==> src/rtl/sram_pkt_reader.sv <==
// Burst read client for the dual-port packet SRAM: takes a (start, length)
// request, streams the words out on a valid/ready interface with a last flag,
// and keeps at most two words buffered so backpressure never loses data.
module sram_pkt_reader #(
  parameter int ADDR_W = 14,
  parameter int DATA_W = 16,
  parameter int LEN_W  = 11
) (
  input  logic              sys_clk,
  input  logic              sys_rst_n,
  input  logic              req_valid,
  output logic              req_ready,
  input  logic [ADDR_W-1:0] req_addr,
  input  logic [LEN_W-1:0]  req_len,
  output logic              rd_en,
  output logic [ADDR_W-1:0] rd_addr,
  input  logic [DATA_W-1:0] rd_data,
  output logic              out_valid,
  output logic [DATA_W-1:0] out_data,
  output logic              out_last,
  input  logic              out_ready,
  output logic              busy,
  output logic              done
);

  typedef enum logic [1:0] {S_IDLE, S_READ, S_DRAIN, S_DONE} state_t;

  state_t              state_q, state_d;
  logic [ADDR_W-1:0]   addr_q, addr_d;   // next address to issue
  logic [LEN_W-1:0]    rem_q, rem_d;     // reads still to issue
  logic [LEN_W-1:0]    len_q, len_d;     // burst length
  logic [LEN_W-1:0]    dlv_q, dlv_d;     // words delivered so far
  logic                infl_q;           // read issued last cycle, data arrives now
  logic [DATA_W-1:0]   mem_q [2];
  logic                wptr_q, rptr_q;
  logic [1:0]          cnt_q;

  logic                accept, pop;
  logic [2:0]          lvl;

  assign accept = req_valid && (state_q == S_IDLE);
  assign pop    = out_valid && out_ready;

  // Occupancy the FIFO will have once this cycle's in-flight word lands and
  // this cycle's pop leaves; a new read is only safe while it stays below 2.
  // Using the same-cycle pop is what allows back-to-back reads at full rate.
  assign lvl = {1'b0, cnt_q} + {2'b00, infl_q} - {2'b00, pop};

  // State register
  always_ff @(posedge sys_clk or negedge sys_rst_n) begin
    if (!sys_rst_n) state_q <= S_IDLE;
    else            state_q <= state_d;
  end

  // Next-state logic
  always_comb begin
    state_d = state_q;
    case (state_q)
      S_IDLE:  if (req_valid) state_d = (req_len != '0) ? S_READ : S_DONE;
      S_READ:  if (rd_en && rem_q == LEN_W'(1)) state_d = S_DRAIN;
      S_DRAIN: if (pop && out_last) state_d = S_DONE;
      S_DONE:  state_d = S_IDLE;
      default: state_d = S_IDLE;
    endcase
  end

  // FSM outputs: handshake/status flags and read issue gating
  always_comb begin
    req_ready = (state_q == S_IDLE);
    busy      = (state_q != S_IDLE);
    done      = (state_q == S_DONE);
    rd_en     = (state_q == S_READ) && (rem_q != '0) && (lvl < 3'd2);
  end

  // Burst bookkeeping: address, reads remaining, words delivered
  always_comb begin
    addr_d = addr_q;
    rem_d  = rem_q;
    len_d  = len_q;
    dlv_d  = dlv_q;
    if (accept) begin
      addr_d = req_addr;
      rem_d  = req_len;
      len_d  = req_len;
      dlv_d  = '0;
    end else begin
      if (rd_en) begin
        addr_d = addr_q + ADDR_W'(1);   // wraps at the top of the SRAM
        rem_d  = rem_q - LEN_W'(1);
      end
      if (pop) dlv_d = dlv_q + LEN_W'(1);
    end
  end

  // Bookkeeping registers
  always_ff @(posedge sys_clk or negedge sys_rst_n) begin
    if (!sys_rst_n) begin
      addr_q <= '0;
      rem_q  <= '0;
      len_q  <= '0;
      dlv_q  <= '0;
      infl_q <= 1'b0;
    end else begin
      addr_q <= addr_d;
      rem_q  <= rem_d;
      len_q  <= len_d;
      dlv_q  <= dlv_d;
      infl_q <= rd_en;
    end
  end

  // Two-entry output FIFO; only captures rd_data the cycle after a read
  always_ff @(posedge sys_clk or negedge sys_rst_n) begin
    if (!sys_rst_n) begin
      mem_q[0] <= '0;
      mem_q[1] <= '0;
      wptr_q   <= 1'b0;
      rptr_q   <= 1'b0;
      cnt_q    <= '0;
    end else begin
      if (infl_q) begin
        mem_q[wptr_q] <= rd_data;
        wptr_q        <= ~wptr_q;
      end
      if (pop) rptr_q <= ~rptr_q;
      cnt_q <= cnt_q + {1'b0, infl_q} - {1'b0, pop};
    end
  end

  assign rd_addr   = addr_q;
  assign out_valid = (cnt_q != '0);
  assign out_data  = mem_q[rptr_q];
  assign out_last  = out_valid && (dlv_q == len_q - LEN_W'(1));

endmodule
==> config.mk <==
export PLATFORM = sky130hd
export DESIGN_NAME = sram_pkt_reader
export DESIGN_NICKNAME = d
export VERILOG_FILES = /design/src/rtl/sram_pkt_reader.sv
export SDC_FILE = /design/constraint.sdc
export NUM_CORES = 1
export LEC_CHECK = 0
export BUFFER_PORTS_ARGS = -buffer_cell sky130_fd_sc_hd__clkbuf_2
export CORE_MARGIN = 2
export CORE_UTILIZATION = 58
export CTS_BUF_LIST = sky130_fd_sc_hd__clkbuf_8
export DETAILED_ROUTE_END_ITERATION = 10
export PLACE_DENSITY = 0.91
export SKIP_LAST_GASP = 1
export SYNTH_ARGS = -nofsm -noshare
export SYNTH_HDL_FRONTEND = slang
export SYNTH_SLANG_ARGS = --single-unit
==> constraint.sdc <==
create_clock -name sys_clk -period 4.5 [get_ports sys_clk]
set_clock_uncertainty 0.1 [all_clocks]
set_input_delay 0.45 -clock sys_clk [delete_from_list [all_inputs] [get_ports sys_clk]]
set_output_delay 0.45 -clock sys_clk [all_outputs]
set_load 0.02 [all_outputs]
* Word level (Yosys, flattened, before mapping) *
Index checks and enable logic that the tools add are counted.
Widths: inputs -> output; s select.

operators by class
  multiplexer cells = 17
  equality and inequality tests = 8
  divide/modulo/power cells = 0
  bitwise gates (word level) = 4
  multiply operators = 0
  reductions and logical operators = 16
  shift-type cells = 0
  add/sub/neg operators = 8
  magnitude comparators = 4

operator list
  cell                   count
  $mux 16                4
  $mux 11                4
  $bwmux 32              1
  $mux 14                2
  $reduce_bool 11->1     2
  $sub 11x1->11 const B  2
  $demux 16 s1           1
  $add 14x1->14 const B  1
  $add 11x1->11 const B  1
  $eq 11x1->1 const B    1
  $eq 11x11->1           1
  $logic_and 1x1->1      8
  $mux 2                 4
  $pmux 2 s4             1
  $reduce_bool 2->1      4
  $ne 2x2->1 const B     3
  $eq 2x2->1 const B     2
  $ge 2x2->1 const B     2
  $not 1->2              2
  $add 2x1->3            1
  $lt 3x2->1 const B     1
  $reduce_and 3->1       1
  $sub 3x1->3            1
  $add 2x1->2            1
  5 further kinds        6

word-level totals
  bits in read-only memories = 0
  input bits = 45
  memories kept = 0
  RAM bits = 0
  bits in latches = 0
  register bits = 86
  word-level logic and storage cells = 68

* Depth between registers and ports, before layout *
  depth in word-level cells = 8
  depth in mapped cells = 14
  depth with buffers taken out = 13

* Worst setup path before layout *
OpenSTA, ideal clock, no wires.

  kind = register to register
  start point = register cnt_q[1]
  end point = register state_q[0]
  buffers on the path = 1
  cell stages (with the launch flop) = 13
  data arrival time = 3.187 ns
  setup slack = 1.127 ns
  cell sequence = dfrtp_1 -> or2_2 -> and2_1 -> clkbuf_1 -> ha_1 -> inv_1 -> ha_1 -> fa_1 -> nand3b_1 -> o31ai_1 -> nand3_1 -> or3_1 -> a32oi_1

between the ends
  word-level cells in the longest chain between the ends = 8

ends and longest elaborated chain
  item                        line  RTL
  start: declaration          36    logic [1:0] cnt_q;
  start signal: assignment    126   cnt_q <= cnt_q + {1'b0, infl_q} - {1'b0, pop};
  $reduce_bool 2->1           131   assign out_valid = (cnt_q != '0);
  named net out_valid         18    output logic out_valid,
  $logic_and 1x1->1           42    assign pop = out_valid && out_ready;
  named net pop               38    logic accept, pop;
  $sub 3x1->3                 47    assign lvl = {1'b0, cnt_q} + {2'b00, infl_q} - {2'b00, pop};
  named net lvl[1]            39    logic [2:0] lvl;
  $lt 3x2->1                  72    rd_en = (state_q == S_READ) && (rem_q != '0) && (lvl < 3'd2);
  $logic_and 1x1->1           72
  $logic_and 1x1->1           60    S_READ: if (rd_en && rem_q == LEN_W'(1)) state_d = S_DRAIN;
  $ne 2x2->1 (no line)        n/a
  $reduce_and 3->1 (no line)  n/a
  end signal: assignment      52    else state_q <= state_d;
  end: declaration            28    state_t state_q, state_d;

The timed path passes the listed nets, and every way through them passes these cells.
A chain may end at the register's enable or synchronous reset.

* Worst setup path in the final report *
  start point = register cnt_q[1]
  end point = output rd_en

between the ends
  word-level cells in the longest chain between the ends = 5

ends and longest elaborated chain
  item                                                                 line  RTL
  parallel branches: the longest is 2 deep, another holds $add 2x1->3  n/a
  $sub 3x1->3 (*)                                                      47
  $lt 3x2->1 (*)                                                       72
  $logic_and 1x1->1 (*)                                                72
  end: declaration                                                     15    output logic rd_en,

Mark *: on every way between the ends.

==> metrics.txt <==
result of the run=complete, no violations; die boundary width=92.3 um; final net count=567; worst reg-to-reg setup slack=930 ps; kind of start point of the critical path=flop; summed instance area of the synthesized netlist=4530 sq um; leakage power=2.51 nW; path type of the worst setup path=flop to output port; level count of the clock H-tree=3; effective utilization at floorplan=59.2%; final sum of negative setup slack=0 ps; average wire per standard cell=16.8 um; worst min-delay path category=input port to asynchronous set/reset pin; Most Frequent Cell on Critical Path=ha_1; switching power=0.590 mW; filler-free cell count of the finished design=616; top-level port count=81; internal power=1.33 mW; Synthesized Nets=493; DP Area=4980 sq um; aggregate routed wire length=10400 um; gate count after technology mapping=436; DR iter-0 viols=370; buffers added on ports=80; ratio of final minimum period to clock period=87.4%; antenna diode count=0; final non-filler cell area=5200 sq um; number of antenna violations at the first check in global routing=0; clock tree from TritonCTS=yes; remaining max-slew budget at the tightest pin=9.06%; average size of a mapped cell=10.4 sq um; number of max-slew violations in the final report=0; count of nets left with antenna violations after detail routing=0; Synth cell types=48; HPWL Detailed=7250 um; Max-Cap Viols=0; number of CTS-inserted buffers=9; quantity of gates resized following cts=0; vias in the first global route=3665; max frequency=0.254 GHz; Most used DFF post-synth=dfrtp_1; Yosys warnings=0; CTS Root Buffer Type=clkbuf_8; fraction of final layout cells with drive strength greater than 1=30.0%; post-route minimum period=3930 ps; RSZ-0062 raised after global routing=false; peak supply drop=0.000207 V; WP data arrival=3380 ps; Avg Vias per Cell=5.87; Final Hold Vio Count=0; Slew @ Worst Pin=1360 ps; Sink Count=86; switching part of the total=30.8%; Skew-Pair Late Insertion Delay=350 ps; final weighted congestion in routability-driven placement=0.907; total number of placement rows=32; cell type with the highest aggregate area in the netlist=dfrtp_1; fraction of post-synthesis cell area in the top cell type by area=47.5%; most common cell after layout, fill and taps aside=dfrtp_1; clock share of power=31.3%; maximum buffer depth of the clock tree=2; total die area=8530 sq um; FILL cells=559; area growth from synthesis to layout=14.8%; Placeable Area=7650 sq um; Clock Pin Slew Worst Setup and Hold Paths=80 ps; post-CTS setup-driven buffer insertion count=0; register share of total power=47.3%; crit-path cells=or2_2 -> and2_1 -> ha_1 -> inv_1 -> ha_1 -> fa_1 -> xor2_1 -> and3b_1 -> nand2_1 -> inv_2 -> clkbuf_2; remaining global-route overflow=0; async set or reset register ratio after synthesis=100%; cell count after placement=601; first-pass detailed-route iteration total=4; Crit path max-delay family=simple AND/OR/NAND/NOR gates; most used cells in the layout excluding fill and tap cells=dfrtp_1, clkbuf_2, nand2_1; maximum number of pins on one net before global-route repair=87; cts hold-fix bufs=0; total power per unit cell area=369 nW/um^2; top post-synthesis cells by area=dfrtp_1, mux2_2, nand2_1; number of synthesized flops with an enable pin=0; Setup-failing EPs final=0; stage delay of the slowest cell on the critical path=410 ps; number of storage elements in the synthesis netlist=86; DRC Markers=0; CP max-delay cell=dfrtp_1; Total Routing Usage GR=25.5%; global-route wire length before repair=17300 um; Vias=3618; CP Capture Type=output port; Data required, critical path=3950 ps; Bufs and invs on worst path=3; overall die height=92.3 um; Worst Path Max Fanout=10; portion of the post-synthesis area used by sequential elements=47.5%; Logic pwr share=21.4%
## metrics by stage
step | hold WS [ps] | util [%] | power, mW | setup slack (ps)
3_3_place_gp | 377 | 65.1 | 1.30 | 1080
2_1_floorplan | 54.4 | - | 1.18 | 1130
3_5_place_dp | 390 | 65.1 | 1.32 | 956
4_1_cts | 189 | 68.0 | 1.93 | 562
6_report | 177 | 68.0 | 1.92 | 567
5_1_grt | 197 | 68.0 | 2.02 | 359
## registers in the layout, indices dropped and copies added (netlist names)
name and flops:
dlv_q 11, wptr_q 1, len_q 11, rd_addr 14
cnt_q 2, mem_q 32, rem_q 11, state_q 2
rptr_q 1, infl_q 1
## area by class of cell
class,instances,area (sq um),share of cell area (%)
multi-input cells,315,2220,42.7
flip-flops and latches,86,2150,41.4
clock buffers,9,124,2.38
well taps,102,128,2.46
clock inverters,6,95.1,1.83
repair buffers,82,418,8.04
inverters,16,60.1,1.16
## worst paths after layout
check                              startpoint  cells after the start                      end
max                        cnt_q[1]$_DFF_PN0_                     11                    rd_en
min                                 sys_rst_n                      1     rem_q[2]$_DFFE_PN0P_
max reg2reg                cnt_q[1]$_DFF_PN0_                     12     rem_q[4]$_DFFE_PN0P_
min reg2reg                wptr_q$_DFFE_PN0P_                      1       wptr_q$_DFFE_PN0P_
max in group asynchronous           sys_rst_n                      1       cnt_q[0]$_DFF_PN0_
min in group sys_clk             req_addr[10]                      3  rd_addr[10]$_DFFE_PN0P_
## routing by layer
| metal | wire, um | vias to the layer above | track usage [%] |
|---|---|---|---|
| met5 | 0 | - | 0 |
| met4 | 203 | 0 | 11.7 |
| met3 | 579 | 20 | 4.80 |
| met2 | 5360 | 131 | 42.5 |
| met1 | 4220 | 1809 | 32.4 |
| li1 | - | 1658 | - |
## Yosys cell counts, types with 5 or more instances
library cell / number
a31oi_1: 6
nor4_1: 7
dfrtp_1: 86
clkbuf_1: 13
mux2_2: 48
inv_1: 15
o21ai_0: 32
nand2_1: 60
nand4_1: 8
nand3_1: 10
xnor2_1: 25
a21oi_1: 5
or3_1: 7
and3_1: 6
nor2_1: 23
xor2_1: 19
nor3_1: 10
ha_1: 11
## kinds of logic after synthesis
| logic type | share of synthesized area [%] |
|---|---|
| xor gates and xnor gates | 8.51 |
| DFF | 47.5 |
| and+or+nand+nor | 18.1 |
| muxes | 12.4 |
| adders and majority gates | 3.48 |
| buffers and inverters | 3.40 |
| AOI/OAI and AO/OA | 6.55 |
## worst register-to-register path, cell delays in order, from the launching register on
cell     delay (ps)
dfrtp_1         410
or2_2           340
and2_1          280
ha_1            330
inv_1            40
ha_1            180
fa_1            380
xor2_1          170
and3b_1         230
nand2_1         230
nor4b_1         470
xnor2_1         170
o21ai_0          80
## power by group through the flow
stage / sequential (mW) / combinational (mW) / clock [mW]
2_1_floorplan: 0.875 / 0.308 / 0
3_3_place_gp: 0.915 / 0.382 / 0
4_1_cts: 0.906 / 0.413 / 0.611
3_5_place_dp: 0.920 / 0.404 / 0
6_report: 0.907 / 0.411 / 0.600
5_1_grt: 0.917 / 0.453 / 0.646
Note: power is estimated with default switching activity, not from simulation.
